$ cat src/rtl/sram_rd_streamer.sv
// sram_rd_streamer: bursts one-word reads from SRAM port B into a credit-throttled output FIFO.
// Optional build macro SRAM_RD_CHECK_EN adds a PAT_BASE+address data checker (chk_err, chk_cnt).
module sram_rd_streamer #(
    parameter int ADDR_W     = 11,
    parameter int DATA_W     = 32,
    parameter int RD_LAT     = 1,
    parameter int FIFO_DEPTH = 4
`ifdef SRAM_RD_CHECK_EN
    ,
    parameter logic [DATA_W-1:0] PAT_BASE = DATA_W'(32'hECEB0000)
`endif
) (
    input  logic              clk,
    input  logic              rst,
    input  logic              start,
    input  logic [ADDR_W-1:0] base_addr,
    input  logic [ADDR_W:0]   len,
    output logic              busy,
    output logic              done,
    output logic              sram_cen,
    output logic              sram_wen,
    output logic [ADDR_W-1:0] sram_addr,
    input  logic [DATA_W-1:0] sram_q,
    output logic              out_valid,
    input  logic              out_ready,
    output logic [DATA_W-1:0] out_data,
    output logic              out_last
`ifdef SRAM_RD_CHECK_EN
    ,
    output logic              chk_err,
    output logic [15:0]       chk_cnt
`endif
);
    localparam int PW = $clog2(FIFO_DEPTH);
    localparam int CW = PW + 1;
    localparam int OW = CW + 2;

    typedef enum logic [1:0] {IDLE, ISSUE, DRAIN, DONE} state_t;

    state_t              state;
    logic [ADDR_W-1:0]   addr;
    logic [ADDR_W:0]     remaining;
    logic [RD_LAT-1:0]   vp;
    logic [RD_LAT-1:0]   lp;
    logic [DATA_W-1:0]   mem_d [FIFO_DEPTH];
    logic [FIFO_DEPTH-1:0] mem_l;
    logic [PW-1:0]       wptr;
    logic [PW-1:0]       rptr;
    logic [CW-1:0]       cnt;
    logic [OW-1:0]       occ;
    logic                issue;
    logic                push;
    logic                pop;

    // Credit: buffered words plus reads still travelling through the macro.
    always_comb begin
        occ = OW'(cnt);
        for (int i = 0; i < RD_LAT; i++) occ = occ + OW'(vp[i]);
    end

    assign issue     = state == ISSUE && occ < OW'(FIFO_DEPTH);
    assign push      = vp[RD_LAT-1];
    assign pop       = out_valid && out_ready;
    assign out_valid = cnt != '0;
    assign out_data  = mem_d[rptr];
    assign out_last  = out_valid && mem_l[rptr];
    assign sram_cen  = !issue;
    assign sram_wen  = 1'b1;
    assign sram_addr = addr;
    assign busy      = state == ISSUE || state == DRAIN;
    assign done      = state == DONE;

    always_ff @(posedge clk) begin
        if (rst) begin
            state     <= IDLE;
            addr      <= '0;
            remaining <= '0;
            vp        <= '0;
            lp        <= '0;
            wptr      <= '0;
            rptr      <= '0;
            cnt       <= '0;
            mem_l     <= '0;
            for (int i = 0; i < FIFO_DEPTH; i++) mem_d[i] <= '0;
        end else begin
            case (state)
                IDLE: if (start) begin
                    addr      <= base_addr;
                    remaining <= len;
                    state     <= len == '0 ? DONE : ISSUE;
                end
                ISSUE: if (issue) begin
                    addr      <= addr + 1'b1;
                    remaining <= remaining - 1'b1;
                    if (remaining == 1) state <= DRAIN;
                end
                // Leave as the final word hands over so done lands the very next cycle.
                DRAIN: if (vp == '0 && (cnt == '0 || (cnt == 1 && pop))) state <= DONE;
                default: state <= IDLE;
            endcase
            vp[0] <= issue;
            lp[0] <= issue && remaining == 1;
            for (int i = 1; i < RD_LAT; i++) begin
                vp[i] <= vp[i-1];
                lp[i] <= lp[i-1];
            end
            if (push) begin
                mem_d[wptr] <= sram_q;
                mem_l[wptr] <= lp[RD_LAT-1];
                wptr        <= wptr + 1'b1;
            end
            if (pop) rptr <= rptr + 1'b1;
            cnt <= cnt + CW'(push) - CW'(pop);
        end
    end

`ifdef SRAM_RD_CHECK_EN
    logic [ADDR_W-1:0] ap [RD_LAT];

    always_ff @(posedge clk) begin
        ap[0] <= addr;
        for (int i = 1; i < RD_LAT; i++) ap[i] <= ap[i-1];
        if (rst || (state == IDLE && start)) begin
            chk_err <= 1'b0;
            chk_cnt <= '0;
        end else if (push && sram_q != PAT_BASE + DATA_W'(ap[RD_LAT-1])) begin
            chk_err <= 1'b1;
            if (chk_cnt != 16'hFFFF) chk_cnt <= chk_cnt + 1'b1;
        end
    end
`endif
endmodule

$ cat config.mk
export PLATFORM = sky130hd
export DESIGN_NAME = sram_rd_streamer
export DESIGN_NICKNAME = d
export VERILOG_FILES = /design/src/rtl/sram_rd_streamer.sv
export SDC_FILE = /design/constraint.sdc
export NUM_CORES = 1
export LEC_CHECK = 0
export ABC_CLOCK_PERIOD_IN_PS = 4200
export BUFFER_PORTS_ARGS = -buffer_cell sky130_fd_sc_hd__buf_4
export CAP_MARGIN = 0
export CORE_MARGIN = 4
export CORE_UTILIZATION = 50
export CTS_BUF_LIST = sky130_fd_sc_hd__clkbuf_2 sky130_fd_sc_hd__clkbuf_4 sky130_fd_sc_hd__clkbuf_8
export CTS_CLUSTER_SIZE = 28
export DETAILED_ROUTE_END_ITERATION = 8
export PLACE_DENSITY = 0.71
export SYNTH_ARGS = -nofsm -noshare
export SYNTH_HDL_FRONTEND = slang
export SYNTH_SLANG_ARGS = --single-unit
$ cat constraint.sdc
create_clock -name clk -period 4.2 [get_ports clk]
set_clock_uncertainty 0.2 [all_clocks]
set_input_delay 0.63 -clock clk [delete_from_list [all_inputs] [get_ports clk]]
set_output_delay 0.63 -clock clk [all_outputs]
set_load 0.05 [all_outputs]
-- After elaboration in Yosys (flattened, before gate mapping)
Memory sizes are Yosys's and may differ from the RTL's. A register that Yosys moved wholly into a read port is not among the register bits.
Index checks and enable logic that the tools add are counted.
- flip-flop bits (word level): 38
- memories kept: 1
- output and inout port bits: 49
- memory bits (writable): 128
- bits of input ports: 59
- logic and storage cells: 76
- equality and inequality tests: 9
- $add $sub $neg: 7
- $lt $le $gt $ge: 4
- reduce and logical (&&, ||, !) cells: 18
- mux-type cells: 27
- bitwise gates (word level): 1
- memory list (memory ; words ; bits a word ; rd ports ; clocked after memory_dff ; wr ports ; RTL line ; source):
    mem_d ; 4 ; 32 ; 1 ; 1 ; 4 ; 45 ; logic [DATA_W-1:0] mem_d [FIFO_DEPTH];
- operators by type and width (cell ; number):
    $mux W32 ; 1
    $reduce_or A32 Y1 ; 1
    $mux W12 ; 2
    $pmux W12 S2 ; 1
    $mux W11 ; 2
    $pmux W11 S2 ; 1
    $mux W2 ; 8
    $eq A12 B1 Y1 const B ; 1
    $logic_not A12 Y1 ; 1
    $sub A12 B1 Y12 const B ; 1
    $add A11 B1 Y11 const B ; 1
    $mux W1 ; 8
    $logic_and A1 B1 Y1 ; 7
    $lt A2 B3 Y1 const B ; 2
    $pmux W2 S3 ; 1
    $add A2 B1 Y2 const B ; 2
    $add A3 B1 Y4 ; 1
    $bwmux W4 ; 1
    $eq A2 B2 Y1 const B ; 2
    $lt A4 B3 Y1 const B ; 1
    $ne A2 B1 Y1 const B ; 2
    $ne A2 B2 Y1 const B ; 2
    $reduce_and A4 Y1 ; 1
    $add A3 B1 Y3 ; 1
    14 further kinds ; 15

-- Logic depth before layout (Yosys ltp)
Gate-level depths: netlist of the first run.
- word-level depth: 7
- depth in mapped cells: 10
- gate-level depth less buffers: 9

-- Least setup slack after synthesis of the first run
OpenSTA, ideal clock, no wires.
- path type: reg-to-reg
- from: register cnt[1]
- to: register cnt[2]
- required time: 3.872 ns
- path buffers: 0
- stages on the path, launching flop included: 10
- period minus slack after synthesis: 2.608 ns
- setup time: 0.128 ns
- arrival: 2.280 ns
- slack: 1.592 ns
- cells stage by stage: dfxtp_1 > or3_1 > and2_1 > ha_1 > inv_1 > ha_1 > inv_1 > fa_1 > xnor2_1 > nor2_1
- cells in the longest elaborated chain, start to end: 3
- elaborated cells on any way between the ends: 4
- classes of those cells: add/sub (2); reduce/logical (2)
- RTL lines (element ; RTL line ; source):
    from (decl) ; 49 ; logic [CW-1:0] cnt;
    from (signal assigned) ; 113 ; cnt <= cnt + CW'(push) - CW'(pop);
    $reduce_bool A3 Y1 ; 64 ; assign out_valid = cnt != '0;
    net out_valid ; 24 ; output logic out_valid,
    $logic_and A1 B1 Y1 ; 63 ; assign pop = out_valid && out_ready;
    net pop ; 53 ; logic pop;
    $sub A3 B1 Y3 ; 113 ;
The timed path passes the listed nets, and every way through them passes these cells.
A chain may end at the register's enable or synchronous reset.

-- Worst setup path in the final report of the first run
- from: register state[1]
- to: output sram_cen
- cells in the longest elaborated chain, start to end: 3
- RTL lines (element ; RTL line ; source):
    from (decl) ; 40 ; state_t state;
    from (signal assigned) ; 90 ; state <= len == '0 ? DONE : ISSUE;
    $eq A2 B1 Y1 ; 61 ; assign issue = state == ISSUE && occ < OW'(FIFO_DEPTH);
    $logic_and A1 B1 Y1 ; 61 ;
    $logic_not A1 Y1 ; 67 ; assign sram_cen = !issue;
    to (decl) ; 20 ; output logic sram_cen,
Every way passes these cells.

==> run metrics, run 1 <==
starting DRC count in detailed routing=299; per-instance average area after synthesis=13.0 sq um; area of the mapped netlist=0.00789 sq mm; Arrival @ worst endpoint=2280 ps; Synthesis Warnings=0; detailed-route wire length=17100 um; type of element capturing the critical path=primary output; fraction of met2 tracks used by global routing=33.3%; via count of the first global-routing pass=5289; Syn Nets=681; Slew headroom=28.0%; portion of the post-synthesis area used by sequential elements=58.9%; share of layout cells above drive strength 1=27.6%; Avg WL per Cell=18.4 um; largest net degree at the start of global routing=53; startpoint types=flip-flop; met3 capacity usage during global routing=4.91%; global routing met1 resource utilization=25.0%; vias after detailed routing=5176; worst-path maximum fanout=13; number of distinct standard cells referenced by the synthesized netlist=66; Initial Util=51.5%; Setup CP Type=flip-flop to primary output; unrepaired setup endpoints after global routing=false; final standard cell count with taps included and fillers excluded=929; die area=0.0179 sq mm; TritonCTS clock tree=yes; max capacitance violation total=0; share of the cycle needed by the critical path after routing=74.1%; gr busiest metal=met2; hold buffers post-CTS=0; Highest Clock Rate=321 MHz; routability congestion estimate from global placement=0.911; worst min-delay path class=input port to flip-flop; Least-Margin Pin Slew=1080 ps; Clock Tree Buf Depth=2; peak supply drop=0.530 mV; placed cell count=897; layout-stage area growth over the synthesis result=16.7%; number of antenna violations at the first check in global routing=0; cts bufs inserted=17; post-CTS setup repair buffer count=0; number of H-tree levels=4; count of antenna-violating nets left after detailed routing=0; antenna diode instance count=0; Mapped Cells=607; CTS resizes=0; top-level port count=108; CTS Root Cell=sky130_fd_sc_hd__clkbuf_8; detailed-router iteration count before antenna repair=5; Power per Cell Area=586 mW/mm^2; CTS clock-pin slew for the worst setup and hold paths=80 ps; post-route DRC violation count=0; share of async-settable or async-resettable flops after synthesis=0%; CORE AREA=0.0153 sq mm; required time at the endpoint of the critical path=3370 ps; final-layout setup total negative slack=0 ps; number of nets in the finished design=779; worst skew pair latency=440 ps; # rows=45; number of synthesized flops with an enable pin=128; register bit total from synthesis=168; half-perimeter wire length of the detailed placement result=11100 um; number of clock sinks=168; remaining global-route overflow=0; overall global routing resource usage=19.6%; result of the run=finished clean; total of buffers placed on input and output ports=106; Static Leak=3.47 nW; height of the die=134 um; first-pass GRT wire length=27400 um; clock period minus final worst setup slack=3110 ps; final-report setup violation count=0; Hold Vio Cnt, Final=0; commonest register cell after synthesis=sky130_fd_sc_hd__edfxtp_1; Final Max Slew Viols=0; Die X-Extent=134 um; average vias per placed instance=5.57
[metrics by stage]
| step | setup WS, ps | utilization (%) | total power [mW] | hold WS (ps) | instance area (sq um) |
|---|---|---|---|---|---|
| 2_1_floorplan | 1590 | - | 3.81 | 233 | 7890 |
| 6_report | 1090 | 60.1 | 5.40 | 267 | 9210 |
| 3_5_place_dp | 1450 | 57.9 | 4.44 | 257 | 8870 |
| 4_1_cts | 1070 | 60.1 | 5.43 | 234 | 9210 |
| 5_1_grt | 909 | 60.1 | 5.69 | 253 | 9210 |
| 3_3_place_gp | 1550 | 57.9 | 4.39 | 242 | 8870 |
[cell families (layout without fill, tap and decap cells)]
family                   count (synthesis)  after routing  synth area share (%)
AO/OA/AOI/OAI                           74             74                  6.22
adder cells (fa/ha/maj)                 15             15                  2.47
buffers and inverters                   50            161                  2.81
flip-flops                             168            168                  58.9
other                                    1              1                0.0475
multiplexers                            39             39                  10.4
XOR/XNOR                                 4              4                 0.444
AND/OR/NAND/NOR                        256            256                  18.8
[cell type report]
cell class	count	area, sq um
clock buffer	19	249
clock inverter	13	87.6
fill	1256	6100
inverter	13	48.8
multi-input combinational	389	3040
sequential	168	4650
tap	211	264
timing repair buffer	116	871
[synthesized netlist by cell type, drive strengths merged (3+ instances only)]
cell type  number  share of area [%]
buf             7               0.46
and3            5               0.41
nor2           21                1.0
xnor2           3               0.33
a21oi          27                1.7
o211ai          4               0.38
mux4           33                9.4
nand3          13               0.82
dfxtp          40                 10
edfxtp        128                 49
a211oi          3               0.29
nand3b          3               0.29
a31oi           4               0.32
clkbuf         30                1.7
nand2b          5               0.40
inv            13               0.62
o32ai           4               0.54
mux2i           4               0.67
and2          132                 10
o2bb2ai         4               0.44
or2             5               0.40
nand2          32                1.5
nor4            8               0.63
o41ai           3               0.33
ha             14                2.2
nor3           16                1.2
nor2b           3               0.24
o21ai          12               0.81
[layer usage]
layer | routed length, um | part of all wire (%)
met2 | 8760 | 51
met4 | 177 | 1.0
met5 | 0 | 0
met3 | 884 | 5.2
met1 | 7230 | 42
[final timing paths]
kind                                                    to                   from  depth (start not counted)  slack [ps]
worst max-delay path                              sram_cen  state[1]$_SDFFE_PP0P_                          6        1090
worst min-delay path            remaining[10]$_SDFFE_PP0P_                len[10]                          3         270
worst max register to register   remaining[3]$_SDFFE_PP0P_        push$_SDFF_PP0_                          5        1410
worst min register to register       mem_l[3]$_SDFFE_PP0P_  mem_l[3]$_SDFFE_PP0P_                          2         270
[critical path, cell delays in order (launching register included)]
cell	delay, ps
sky130_fd_sc_hd__dfxtp_1	340
sky130_fd_sc_hd__inv_1	100
sky130_fd_sc_hd__ha_1	400
sky130_fd_sc_hd__inv_1	280
sky130_fd_sc_hd__nor2_1	350
sky130_fd_sc_hd__inv_1	140
sky130_fd_sc_hd__buf_4	210
[flip-flops by register name (all words and copies together), names as in the netlist, named ones only]
| signal | count |
|---|---|
| lp | 1 |
| mem_l | 4 |
| remaining | 12 |
| state | 2 |
| sram_addr | 11 |
| mem_d | 128 |
| wptr | 2 |
| rptr | 2 |
| push | 1 |
| cnt | 3 |
[placed cells by master (no fill, tap or decap), types with 5 or more instances in the layout]
| master | count |
|---|---|
| sky130_fd_sc_hd__or2_2 | 5 |
| sky130_fd_sc_hd__clkinv_1 | 7 |
| sky130_fd_sc_hd__and2_1 | 132 |
| sky130_fd_sc_hd__inv_1 | 13 |
| sky130_fd_sc_hd__o21ai_0 | 10 |
| sky130_fd_sc_hd__edfxtp_1 | 128 |
| sky130_fd_sc_hd__dfxtp_1 | 38 |
| sky130_fd_sc_hd__clkbuf_8 | 17 |
| sky130_fd_sc_hd__nor4_1 | 8 |
| sky130_fd_sc_hd__ha_1 | 14 |
| sky130_fd_sc_hd__a21oi_1 | 27 |
| sky130_fd_sc_hd__buf_4 | 116 |
| sky130_fd_sc_hd__nand2_1 | 32 |
| sky130_fd_sc_hd__nand3_1 | 13 |
| sky130_fd_sc_hd__mux4_2 | 33 |
| sky130_fd_sc_hd__nand2b_1 | 5 |
| sky130_fd_sc_hd__nor3_1 | 12 |
| sky130_fd_sc_hd__nor2_1 | 20 |
[power breakdown]
part	leakage [nW]	internal [mW]	switching (mW)
Sequential	1.65	2.00	0.232
Combinational	1.65	0.807	1.36
Clock	0.169	0.464	0.545
Total	3.47	3.27	2.14
(Power assumes the default switching activity.)
==> inputs of run 2 (changes only) <==
--- a/config.mk
+++ b/config.mk
@@ -5,7 +5,7 @@
 export SDC_FILE = /design/constraint.sdc
 export NUM_CORES = 1
 export LEC_CHECK = 0
-export ABC_CLOCK_PERIOD_IN_PS = 4200
+export ABC_CLOCK_PERIOD_IN_PS = 2800
 export BUFFER_PORTS_ARGS = -buffer_cell sky130_fd_sc_hd__buf_4
 export CAP_MARGIN = 0
 export CORE_MARGIN = 4
@@ -13,7 +13,7 @@
 export CTS_BUF_LIST = sky130_fd_sc_hd__clkbuf_2 sky130_fd_sc_hd__clkbuf_4 sky130_fd_sc_hd__clkbuf_8
 export CTS_CLUSTER_SIZE = 28
 export DETAILED_ROUTE_END_ITERATION = 8
-export PLACE_DENSITY = 0.71
+export PLACE_DENSITY = 0.74
 export SYNTH_ARGS = -nofsm -noshare
 export SYNTH_HDL_FRONTEND = slang
 export SYNTH_SLANG_ARGS = --single-unit
==> constraint.sdc (replaced) <==
create_clock -name clk -period 2.8 [get_ports clk]
set_clock_uncertainty 0.2 [all_clocks]
set_input_delay 0.42 -clock clk [delete_from_list [all_inputs] [get_ports clk]]
set_output_delay 0.42 -clock clk [all_outputs]
set_load 0.05 [all_outputs]
==> run 2 against run 1 <==
  * Total power rose by 51%
  * Flip-flop and latch count did not move
  * Critical path depth did not move
  * Hold slack got worse by 210 ps
  * Non-clock buffer count rose by 10
  * Final cell count rose by 0.97%
  * Clock power rose by 49%
  * Via count rose by 1.4%
  * Final area rose by 1.5%
  * Critical path type unchanged
  * Largest power group is now combinational logic
  * Highest routed layer unchanged
==> run metrics, run 2 (same netlist as run 1, synthesis figures left out) <==
worst min-delay path class=input port to flip-flop; final-layout setup total negative slack=0 ps; CORE AREA=0.0153 sq mm; WHS Path Cells=2; half-perimeter wire length of the detailed placement result=11300 um; portion of total power attributed to the clock network=18.4%; Die X-Extent=134 um; max capacitance violation total=0; Setup CP Type=flip-flop to primary output; Design Area, Final=0.00935 sq mm; net switching fraction of the power=40.2%; Least-Margin Pin Slew=515 ps; type of element capturing the critical path=primary output; remaining global-route overflow=0; unrepaired setup endpoints after global routing=false; starting DRC count in detailed routing=337; number of nets in the finished design=789; TritonCTS clock tree=yes; via count of the first global-routing pass=5420; internal power=4.88 mW; detailed-router iteration count before antenna repair=5; clock period minus final worst setup slack=2600 ps; # rows=45; layout-stage area growth over the synthesis result=18.5%; commonest cells after routing, fill and taps aside=sky130_fd_sc_hd__and2_1 (132), sky130_fd_sc_hd__edfxtp_1 (128), sky130_fd_sc_hd__buf_4 (122); Power per Cell Area=872 mW/mm^2; Slew headroom=65.6%; worst skew pair latency=450 ps; post-route DRC violation count=0; cell area after placement=0.00898 sq mm; antenna diode instance count=0; max incr delay on CP=380 ps; count of antenna-violating nets left after detailed routing=0; required time at the endpoint of the critical path=2180 ps; number of clock sinks=168; Final Max Slew Viols=0; peak supply drop=0.641 mV; number of H-tree levels=4; CTS clock-pin slew for the worst setup and hold paths=90 ps; detailed-route wire length=17100 um; Static Leak=3.54 nW; first-pass GRT wire length=27800 um; number of antenna violations at the first check in global routing=0; register share of total power=40.3%; share of layout cells above drive strength 1=29.6%; height of the die=134 um; Largest register FFs=128; Biggest register=mem_d; final-report setup violation count=0; total of buffers placed on input and output ports=106; most common library cell in the layout ignoring fill and taps=sky130_fd_sc_hd__and2_1; hold buffers post-CTS=0; worst path cell trace=ha_1, o211ai_1, mux2i_4, nor2_4, inv_1, buf_4; routability congestion estimate from global placement=0.937; top-level port count=108; part of the power in combinational logic=41.3%; switching power total=3.28 mW; result of the run=finished clean; smallest hold slack=57.1 ps; worst-path maximum fanout=6; Hold Vio Cnt, Final=0; CTS Root Cell=sky130_fd_sc_hd__clkbuf_8; Avg WL per Cell=18.2 um; startpoint types=flip-flop; logic depth of the worst register-to-register path=8; share of the cycle needed by the critical path after routing=92.8%; die area=0.0179 sq mm; overall global routing resource usage=20.2%; Initial Util=51.5%; largest net degree at the start of global routing=36; CP max stage cell=sky130_fd_sc_hd__dfxtp_1; vias after detailed routing=5249; Arrival @ worst endpoint=1980 ps; Highest Clock Rate=385 MHz; average vias per placed instance=5.60; cts bufs inserted=17; Clock Tree Buf Depth=2
[run 2: worst paths after layout]
kind	from	end	slack (ps)
hold reg to reg	mem_l[0]$_SDFFE_PP0P_	mem_l[0]$_SDFFE_PP0P_	260
setup / recovery	cnt[1]$_SDFF_PP0_	sram_cen	200
setup reg to reg	state[0]$_SDFFE_PP0P_	sram_addr[7]$_SDFFE_PP0P_	250
hold / removal	sram_q[12]	mem_d[1][12]$_SDFFCE_PN0P_	60
[run 2: metal layers]
layer | global-route usage, % | part of all wire [%]
met5 | 0 | 0
met4 | 7.71 | 2.1
met3 | 4.95 | 5.5
met2 | 33.1 | 50
met1 | 26.1 | 42
[run 2: final cells by class]
class	count	area, sq um
clock buffers	18	241
clock inverters	13	98.8
fillers	1261	5960
inverters	13	48.8
multi-input cells	389	3050
flip-flops and latches	168	4650
well taps	211	264
repair buffers	126	996
[run 2: per-stage QoR]
step                power, mW  utilization (%)  cells  setup WS, ps
floorplan                5.71                -    607           192
global placement         6.63             58.7    905           464
detailed placement       6.69             58.7    905           299
CTS                      8.20             61.0    937          48.1
global route             8.61             61.1    938          54.7
finish                   8.16             61.1    938           203
[run 2: power by group through the flow]
stage                     Combinational, mW  Clock [mW]  Sequential, mW
final                                  3.37        1.50            3.29
after global routing                   3.60        1.66            3.34
after CTS                              3.37        1.54            3.29
after detailed placement               3.34           0            3.34
after global placement                 3.31           0            3.32
after floorplan                        2.29           0            3.43
[run 2: what timing repair did]
item / in CTS / in global routing
hold endpoints to repair: 0 / 0
setup endpoints to repair: 1 / 13
setup buffers: 1 / 1
pin swaps: 0 / 1
gates resized for setup: 2 / 2
cloned: 0 / 0
[run 2: worst max-delay path: cells and delay by family (launching register included)]
family	cells	cell delay (ps)
simple gates	1	150
flops	1	380
fa+ha+maj	1	240
mux	1	140
buf+inv	2	300
compound gates	1	320
==> inputs of run 3 (changes only) <==
--- a/config.mk
+++ b/config.mk
@@ -5,15 +5,16 @@
 export SDC_FILE = /design/constraint.sdc
 export NUM_CORES = 1
 export LEC_CHECK = 0
-export ABC_CLOCK_PERIOD_IN_PS = 2800
+export ABC_CLOCK_PERIOD_IN_PS = 3300
 export BUFFER_PORTS_ARGS = -buffer_cell sky130_fd_sc_hd__buf_4
 export CAP_MARGIN = 0
+export CORE_ASPECT_RATIO = 0.5
 export CORE_MARGIN = 4
 export CORE_UTILIZATION = 50
 export CTS_BUF_LIST = sky130_fd_sc_hd__clkbuf_2 sky130_fd_sc_hd__clkbuf_4 sky130_fd_sc_hd__clkbuf_8
 export CTS_CLUSTER_SIZE = 28
 export DETAILED_ROUTE_END_ITERATION = 8
-export PLACE_DENSITY = 0.74
+export PLACE_DENSITY = 0.71
 export SYNTH_ARGS = -nofsm -noshare
 export SYNTH_HDL_FRONTEND = slang
 export SYNTH_SLANG_ARGS = --single-unit
==> constraint.sdc (replaced) <==
create_clock -name clk -period 3.3 [get_ports clk]
set_clock_uncertainty 0.2 [all_clocks]
set_input_delay 0.495 -clock clk [delete_from_list [all_inputs] [get_ports clk]]
set_output_delay 0.495 -clock clk [all_outputs]
set_load 0.05 [all_outputs]
==> run 3 against run 2 <==
  * Global-route usage decreased by 0.66 points
  * Clock-buffer cell count decreased by 1
  * Wire length decreased by 1.6%
  * Clock power decreased by 5%
  * Register-to-register slack improved by 530 ps
  * Total power decreased by 14%
  * Sequential share of layout area increased by 0.29 points
  * Combinational power decreased by 18%
  * Final area decreased by 0.66%
  * Final cell count decreased by 1.6%
  * Largest cell class unchanged
==> run metrics, run 3 (same netlist as run 1, synthesis figures left out) <==
switching power total=2.86 mW; Clock Tree Buf Depth=2; required time at the endpoint of the critical path=2600 ps; worst min-delay path class=input port to flip-flop; peak supply drop=0.627 mV; portion of total power attributed to the clock network=20.3%; startpoint types=flip-flop; layout-stage area growth over the synthesis result=17.7%; Hold Vio Cnt, Final=0; TritonCTS clock tree=yes; number of nets in the finished design=781; Final Max Slew Viols=0; Top Family by Delay on Critical Path=flip-flops; Arrival @ worst endpoint=2290 ps; Least-Margin Pin Slew=896 ps; detailed-router iteration count before antenna repair=5; Setup CP Type=flip-flop to primary output; average vias per placed instance=5.54; Slew headroom=40.3%; hold buffers post-CTS=0; total of buffers placed on input and output ports=106; clock period minus final worst setup slack=2980 ps; part of the power in combinational logic=39.5%; commonest cells after routing, fill and taps aside=sky130_fd_sc_hd__and2_1 (132), sky130_fd_sc_hd__edfxtp_1 (128), sky130_fd_sc_hd__buf_4 (116); CTS clock-pin slew for the worst setup and hold paths=100 ps; # rows=32; final-layout setup total negative slack=0 ps; post-route DRC violation count=0; CTS Root Cell=sky130_fd_sc_hd__clkbuf_8; CTS resizes=0; Static Leak=3.52 nW; remaining global-route overflow=0; net switching fraction of the power=40.9%; largest net degree at the start of global routing=33; number of clock sinks=168; detailed-route wire length=16800 um; Highest Clock Rate=335 MHz; worst-path maximum fanout=16; type of element capturing the critical path=primary output; count of antenna-violating nets left after detailed routing=0; CP max stage cell=sky130_fd_sc_hd__dfxtp_1; antenna diode instance count=0; most common library cell in the layout ignoring fill and taps=sky130_fd_sc_hd__and2_1; Avg WL per Cell=18.2 um; routability congestion estimate from global placement=0.866; vias after detailed routing=5117; share of layout cells above drive strength 1=28.7%; Initial Util=51.2%; top-level port count=108; CP bufs+invs=2; Die X-Extent=186 um; cts bufs inserted=17; share of the cycle needed by the critical path after routing=90.3%; register share of total power=40.1%; worst skew pair latency=440 ps; internal power=4.14 mW; starting DRC count in detailed routing=325; max incr delay on CP=650 ps; height of the die=96.8 um; number of H-tree levels=4; CORE AREA=0.0154 sq mm; first-pass GRT wire length=27600 um; post-CTS setup repair buffer count=0; max capacitance violation total=0; half-perimeter wire length of the detailed placement result=11000 um; Largest register FFs=128; die area=0.0180 sq mm; worst path cell trace=o211ai_1, mux2i_4, nor2_1, inv_1, buf_4; overall global routing resource usage=19.5%; Power per Cell Area=754 mW/mm^2; final-report setup violation count=0; result of the run=finished clean; via count of the first global-routing pass=5333; smallest hold slack=126 ps; Biggest register=mem_d; number of antenna violations at the first check in global routing=0; unrepaired setup endpoints after global routing=false
## run 3: worst min-delay path, delay by kind of cell
kind / cells / cell delay (ps)
buf+inv: 1 / 100
simple gates: 1 / 70
compound gates: 1 / 60
## run 3: cell type report
class / count / area, sq um
Clock buffer: 17 / 234
Clock inverter: 14 / 150
Fill cell: 1226 / 6130
Inverter: 13 / 48.8
Multi-Input combinational cell: 389 / 3040
Sequential cell: 168 / 4650
Tap cell: 204 / 255
Timing Repair Buffer: 118 / 911
## run 3: metal layers
| metal | up-vias | wire length, um | global-route usage, % | share of wire, % |
|---|---|---|---|---|
| met4 | 0 | 116 | 4.76 | 0.69 |
| li1 | 2433 | - | - | - |
| met5 | - | 0 | 0 | 0 |
| met2 | 182 | 8440 | 32.8 | 50 |
| met1 | 2487 | 7350 | 26.4 | 44 |
| met3 | 15 | 929 | 3.68 | 5.5 |
## run 3: power groups by stage
| stage | Clock (mW) | Sequential (mW) | Combinational, mW |
|---|---|---|---|
| finish | 1.42 | 2.81 | 2.77 |
| global route | 1.56 | 2.86 | 2.98 |
| CTS | 1.45 | 2.81 | 2.78 |
| detailed placement | 0 | 2.86 | 2.78 |
| global placement | 0 | 2.85 | 2.76 |
| floorplan | 0 | 2.91 | 1.94 |
## run 3: worst paths after layout
check                                                   to  depth (start not counted)  slack, ps                   from
worst max-delay path                              sram_cen                          5        320        push$_SDFF_PP0_
worst min-delay path            sram_addr[10]$_SDFFE_PP0P_                          3        130          base_addr[10]
worst max register to register   sram_addr[0]$_SDFFE_PP0P_                          7        780  state[1]$_SDFFE_PP0P_
worst min register to register       mem_l[3]$_SDFFE_PP0P_                          2        260  mem_l[3]$_SDFFE_PP0P_
## run 3: metrics by stage
step | cell area (sq um) | worst slack [ps] | instances | total power [mW] | util [%]
2_1_floorplan | 7890 | 692 | 607 | 4.85 | -
3_3_place_gp | 8900 | 858 | 892 | 5.61 | 57.8
3_5_place_dp | 8900 | 810 | 892 | 5.64 | 57.8
4_1_cts | 9290 | 327 | 923 | 7.05 | 60.3
5_1_grt | 9290 | 110 | 923 | 7.40 | 60.3
6_report | 9290 | 319 | 923 | 7.01 | 60.3
